## src/rtl/pio_proto_pkg.sv

```systemverilog
// Shared definitions for the two-command PIO sample protocol.
// Used by the ARM-side reader and the FPGA-side responder model.
package pio_proto_pkg;

    localparam logic [31:0] CMD_HI   = 32'h6;
    localparam logic [31:0] CMD_LO   = 32'h3;
    localparam logic [31:0] CMD_IDLE = 32'h0;

    localparam logic [15:0] TAG_HI = 16'h0045;
    localparam logic [15:0] TAG_LO = 16'h0048;

    typedef enum logic [1:0] {
        ST_IDLE,
        ST_REQ_HI,
        ST_REQ_LO,
        ST_PUSH
    } pio_state_t;

    typedef logic [31:0] sample_t;

endpackage

```

## src/rtl/pio_sync_fifo.sv

```systemverilog
// First-word fall-through FIFO for assembled samples.
// Pops on empty and pushes on full are ignored.
module pio_sync_fifo
    import pio_proto_pkg::*;
#(
    parameter int unsigned DEPTH = 16
) (
    input  logic                     clock,
    input  logic                     reset,
    input  logic                     wr_en,
    input  sample_t                  wr_data,
    input  logic                     rd_en,
    output sample_t                  rd_data,
    output logic                     empty,
    output logic                     full,
    output logic [$clog2(DEPTH):0]   level
);

    localparam int AW = $clog2(DEPTH);

    sample_t         mem [DEPTH];
    logic [AW-1:0]   wp;
    logic [AW-1:0]   rp;
    logic [AW:0]     cnt;
    logic            do_wr;
    logic            do_rd;

    assign do_wr   = wr_en && !full;
    assign do_rd   = rd_en && !empty;
    assign empty   = (cnt == '0);
    assign full    = (cnt == (AW+1)'(DEPTH));
    assign level   = cnt;
    assign rd_data = mem[rp];

    // storage array, written only on an accepted push
    always_ff @(posedge clock) begin
        if (do_wr) begin
            mem[wp] <= wr_data;
        end
    end

    // pointers wrap naturally; occupancy only moves on a lone push or pop
    always_ff @(posedge clock or posedge reset) begin
        if (reset) begin
            wp  <= '0;
            rp  <= '0;
            cnt <= '0;
        end else begin
            if (do_wr) begin
                wp <= wp + 1'b1;
            end
            if (do_rd) begin
                rp <= rp + 1'b1;
            end
            if (do_wr && !do_rd) begin
                cnt <= cnt + 1'b1;
            end else if (do_rd && !do_wr) begin
                cnt <= cnt - 1'b1;
            end
        end
    end

endmodule

```

## src/rtl/pio_sample_reader.sv

```systemverilog
// Requests sample halves over the PIO command/reply pair and
// queues each assembled 32-bit sample for a downstream consumer.
module pio_sample_reader
    import pio_proto_pkg::*;
#(
    parameter int unsigned DEPTH    = 16,
    parameter int unsigned TIMEOUT  = 255,
    parameter logic [31:0] CMD_HI   = pio_proto_pkg::CMD_HI,
    parameter logic [31:0] CMD_LO   = pio_proto_pkg::CMD_LO,
    parameter logic [31:0] CMD_IDLE = pio_proto_pkg::CMD_IDLE,
    parameter logic [15:0] TAG_HI   = pio_proto_pkg::TAG_HI,
    parameter logic [15:0] TAG_LO   = pio_proto_pkg::TAG_LO
) (
    input  logic                     clock,
    input  logic                     reset,
    input  logic                     enable,
    input  logic [31:0]              inputPio,
    output logic [31:0]              outputPio,
    input  logic                     rd_en,
    output logic [31:0]              rd_data,
    output logic                     empty,
    output logic                     full,
    output logic [$clog2(DEPTH):0]   level,
    output logic                     timeout_err
);

    localparam int TW = $clog2(TIMEOUT + 1);

    pio_state_t     state;
    pio_state_t     state_nx;
    logic [31:0]    cmd_nx;
    logic [15:0]    hi_q;
    logic [15:0]    hi_nx;
    logic [15:0]    lo_q;
    logic [15:0]    lo_nx;
    logic [TW-1:0]  timer;
    logic [TW-1:0]  timer_nx;
    logic           err_nx;
    logic           push;
    logic [15:0]    tag;
    logic           expired;

    assign tag     = inputPio[31:16];
    assign expired = (timer == TW'(TIMEOUT));

    // next-state, next command and capture decisions
    always_comb begin
        state_nx = state;
        cmd_nx   = outputPio;
        hi_nx    = hi_q;
        lo_nx    = lo_q;
        timer_nx = timer;
        err_nx   = timeout_err;
        push     = 1'b0;
        unique case (state)
            ST_IDLE: begin
                cmd_nx = CMD_IDLE;
                if (enable && !full) begin
                    state_nx = ST_REQ_HI;
                    cmd_nx   = CMD_HI;
                    timer_nx = '0;
                end
            end
            ST_REQ_HI: begin
                if (tag == TAG_HI) begin
                    hi_nx    = inputPio[15:0];
                    state_nx = ST_REQ_LO;
                    cmd_nx   = CMD_LO;
                    timer_nx = '0;
                end else if (expired) begin
                    err_nx   = 1'b1;
                    state_nx = ST_IDLE;
                    cmd_nx   = CMD_IDLE;
                    timer_nx = '0;
                end else begin
                    timer_nx = timer + 1'b1;
                end
            end
            ST_REQ_LO: begin
                if (tag == TAG_LO) begin
                    lo_nx    = inputPio[15:0];
                    state_nx = ST_PUSH;
                    cmd_nx   = CMD_IDLE;
                    timer_nx = '0;
                end else if (expired) begin
                    err_nx   = 1'b1;
                    state_nx = ST_IDLE;
                    cmd_nx   = CMD_IDLE;
                    timer_nx = '0;
                end else begin
                    timer_nx = timer + 1'b1;
                end
            end
            ST_PUSH: begin
                push     = 1'b1;
                state_nx = ST_IDLE;
                cmd_nx   = CMD_IDLE;
            end
            default: begin
                state_nx = ST_IDLE;
                cmd_nx   = CMD_IDLE;
            end
        endcase
    end

    // FSM, command output, half-word and timer registers
    always_ff @(posedge clock or posedge reset) begin
        if (reset) begin
            state       <= ST_IDLE;
            outputPio   <= CMD_IDLE;
            hi_q        <= '0;
            lo_q        <= '0;
            timer       <= '0;
            timeout_err <= 1'b0;
        end else begin
            state       <= state_nx;
            outputPio   <= cmd_nx;
            hi_q        <= hi_nx;
            lo_q        <= lo_nx;
            timer       <= timer_nx;
            timeout_err <= err_nx;
        end
    end

    pio_sync_fifo #(
        .DEPTH (DEPTH)
    ) u_fifo (
        .clock   (clock),
        .reset   (reset),
        .wr_en   (push),
        .wr_data ({hi_q, lo_q}),
        .rd_en   (rd_en),
        .rd_data (rd_data),
        .empty   (empty),
        .full    (full),
        .level   (level)
    );

endmodule

```

## config.mk

```make
export PLATFORM = sky130hd
export DESIGN_NAME = pio_sample_reader
export DESIGN_NICKNAME = d
export VERILOG_FILES = /design/src/rtl/pio_proto_pkg.sv /design/src/rtl/pio_sync_fifo.sv /design/src/rtl/pio_sample_reader.sv
export SDC_FILE = /design/constraint.sdc
export NUM_CORES = 1
export LEC_CHECK = 0
export ABC_CLOCK_PERIOD_IN_PS = 5100
export BUFFER_PORTS_ARGS = -buffer_cell sky130_fd_sc_hd__buf_2
export CORE_MARGIN = 2
export CORE_UTILIZATION = 46
export DETAILED_ROUTE_END_ITERATION = 16
export GPL_TIMING_DRIVEN = 0
export HOLD_SLACK_MARGIN = 0.05
export PLACE_DENSITY_LB_ADDON = 0.2
export SLEW_MARGIN = 20
export SYNTH_ARGS = -nofsm -noshare
export SYNTH_HDL_FRONTEND = slang
export SYNTH_HIERARCHICAL = 1
export SYNTH_SLANG_ARGS = --single-unit
```

## constraint.sdc

```tcl
create_clock -name clock -period 5.1 [get_ports clock]
set_input_delay 0 -clock clock [delete_from_list [all_inputs] [get_ports clock]]
set_output_delay 0 -clock clock [all_outputs]
set_load 0.02 [all_outputs]
```

==> key figures <==
Synthesis
  – Synth cell count leaders: edfxtp_1, mux2i_1, dfrtp_1, a221oi_1, mux4_2
  – Largest cells by area after synthesis: edfxtp_1, dfrtp_1, mux4_2, mux2i_1, a221oi_1
  – Mapped Area: 23,500 um2
  – Syn_area_per_cell: 18.9 um2
  – Synth Instances: 1,244
  – #FFs+latches synth: 600
  – Post-synth EDFFs: slightly above 500
  – Syn_nets: 1,296
  – Ys Warns: 6
  – Cell accounting for the most synthesized area: edfxtp_1
  – Count leader, synth: edfxtp_1
  – Seq/Total Area, Yosys: 0.749
  – Post-synth top area share: 0.655
  – Asr flop ratio synth: 0.147
  – Synth unique cells: 52
  – Post-synth top flop: edfxtp_1

Detailed routing
  – Detail Route Antenna Nets: 0
  – Detailed Route WL: 53.8 mm
  – First-pass iteration count of the detailed router: 5
  – Initial DRC count: ~950
  – Drt drc: 0
  – Via density: 5.62
  – WL/cell: ~25 um
  – Via count: 12,300

STA
  – Rel. slew slack: 0.304
  – Maximum clock rate: 324 MHz
  – Skew final: about 0.019 ns
  – Fin crit share: 0.606
  – Final Critical Period: 3.09 ns
  – Actual slew at the worst max-slew pin: 1.04 ns
  – Setup-failing EPs final: 0
  – Final hold vios: 0
  – Slew Limit Fails: 0
  – Unrepaired setup endpoints after global routing: no

CTS
  – Post-cts resize count: 0
  – Setup bufs post-CTS: 0
  – Hold buffer count at cts: 23
  – Maximum clock insertion buffer count: 3
  – Root Driver: clkbuf_16
  – Htree depth: 2
  – CTS buffer count: 60
  – Clock transition at path regs: 0.06 ns
  – Latest clock arrival within the worst-skew pair: 0.62 ns
  – CTS tree: built
  – Clock sink count: 600

Placement
  – Dpl hpwl: 36.2 mm
  – Placed cells: 2,059
  – Routability congestion estimate from global placement: 0.750
  – Port buffer count: around 110
  – Post-placement cell area: 25,500 um2

Setup path
  – Critical Path RT: between 5 and 6 ns
  – Crit path arrival time: 3.63 ns
  – Critical path endpoint category: flop
  – Max FO, Critical Path: 6
  – Critical path type: flop to flop
  – Worst setup SP type: flop

Final layout
  – Area Overhead vs Synth: 18.0%
  – Share of cells above drive strength 1: 0.255
  – Ant. Diodes: 0
  – Final cell area excluding filler cells: roughly 28,000 um2
  – Final net count: 1,524
  – Util after Layout: 0.551
  – Non-filler cells, final: 2,194

Power
  – PwrDens: 465 nW/um2
  – Leakage: approximately 9.1 nW
  – Maximum vdd drop: about 0.25 mV

GRT
  – Gr usage total: 0.207
  – Vias in the first global route: 12,700
  – First-pass GRT wire length: approximately 81 mm
  – GR Overflow Total: 0
  – Initial antenna violation count: 0
  – Pin count of the biggest net entering global routing: 45

Floorplan
  – IO Pins: 108
  – Die span in y: 230 um
  – Core box area: 50,300 um2
  – Width of the die: 230 um
  – Rows: 82
  – DIE AREA: roughly 53,000 um2
  – Initial Util: 0.467

Status
  – Status: finished, final reports clean

Min path
  – Hold/Removal Path Class: input pin to flop

Job
  – Maxcap violations: 0
-- worst paths after layout --
check | start | to | slack [ns] | cells after the start
worst max-delay path | u_fifo/level[0] | u_fifo/level[4] | 2.01 | 10
worst min-delay path | inputPio[29] | outputPio[0] | 0.11 | 5
worst max register to register | u_fifo/level[0] | u_fifo/level[4] | 2.01 | 10
worst min register to register | outputPio[20] | outputPio[20] | 0.48 | 1
max in group asynchronous | reset | outputPio[23] | 3.97 | 5
min in group asynchronous | reset | timer[3] | 0.55 | 4
-- power breakdown --
group / switching [mW] / total, mW / internal, mW
clock network: 1.79 / 4.33 / 2.54
logic: 2.03 / 3.17 / 1.14
registers: 0.0722 / 5.38 / 5.31
-- worst max-delay path, stage by stage (launching register included) --
cell and delay (ns):
dfrtp_1 0.46, or4_1 0.59, o21a_1 0.32, inv_2 0.18, ha_1 0.19, inv_1 0.11
fa_1 0.42, a21o_1 0.19, a21oi_1 0.18, mux2i_1 0.24, xnor2_1 0.13
-- cells by family after synthesis --
group | count (synthesis) | synth area share
flip-flops | 600 | 0.749
adder cells (fa/ha/maj) | 16 | 0.00885
multiplexers | 226 | 0.134
XOR/XNOR | 10 | 0.00373
AND/OR/NAND/NOR | 147 | 0.0321
buffers and inverters | 79 | 0.0212
AO/OA/AOI/OAI | 166 | 0.0515
-- per-stage QoR --
stage	power, mW	setup slack [ns]	hold slack (ns)	TNS (ns)
finish	12.9	2.01	0.115	0
global route	13.4	1.78	0.178	0
CTS	13.0	1.97	0.0808	0
detailed placement	8.67	2.04	0.0617	0
global placement	8.64	-1.80	0.105	-221.12
floorplan	7.59	1.26	-0.123	0
-- metal layers --
metal	track usage	vias to the layer above	wire (um)
met5	0	-	0
met4	0.0532	0	899
met3	0.0365	67	2920
met2	0.340	324	26100
met1	0.289	6480	23900
li1	-	5458	-
-- sequential cells by signal, indices dropped and copies added, names as in the netlist --
register and cells:
timeout_err 1, state 2, outputPio 32, u_fifo/level 5, hi_q 16, u_fifo/mem 512, lo_q 16, timer 8
u_fifo/rp 4, u_fifo/wp 4
-- area by class of cell --
type	count	area, um2
well taps	672	841
repair buffers	166	1340
clock buffers	91	1740
clock inverters	21	201
fillers	3939	22600
inverters	14	55.1
flip-flops and latches	600	17600
plain buffers	65	444
multi-input cells	565	5510
-- placed cells by master (no fill, tap or decap), types with 13 or more instances in the layout --
cell	n
buf_2	125
buf_6	23
nand2_1	58
ha_1	15
buf_4	19
a22oi_1	33
buf_16	13
mux2_2	26
mux2i_1	129
clkbuf_16	61
a221oi_1	64
clkbuf_1	42
and2_1	32
edfxtp_1	512
o21ai_0	42
dlygate4sd3_1	23
dfrtp_1	88
mux4_2	62
Power figures use the tool's default switching activity.
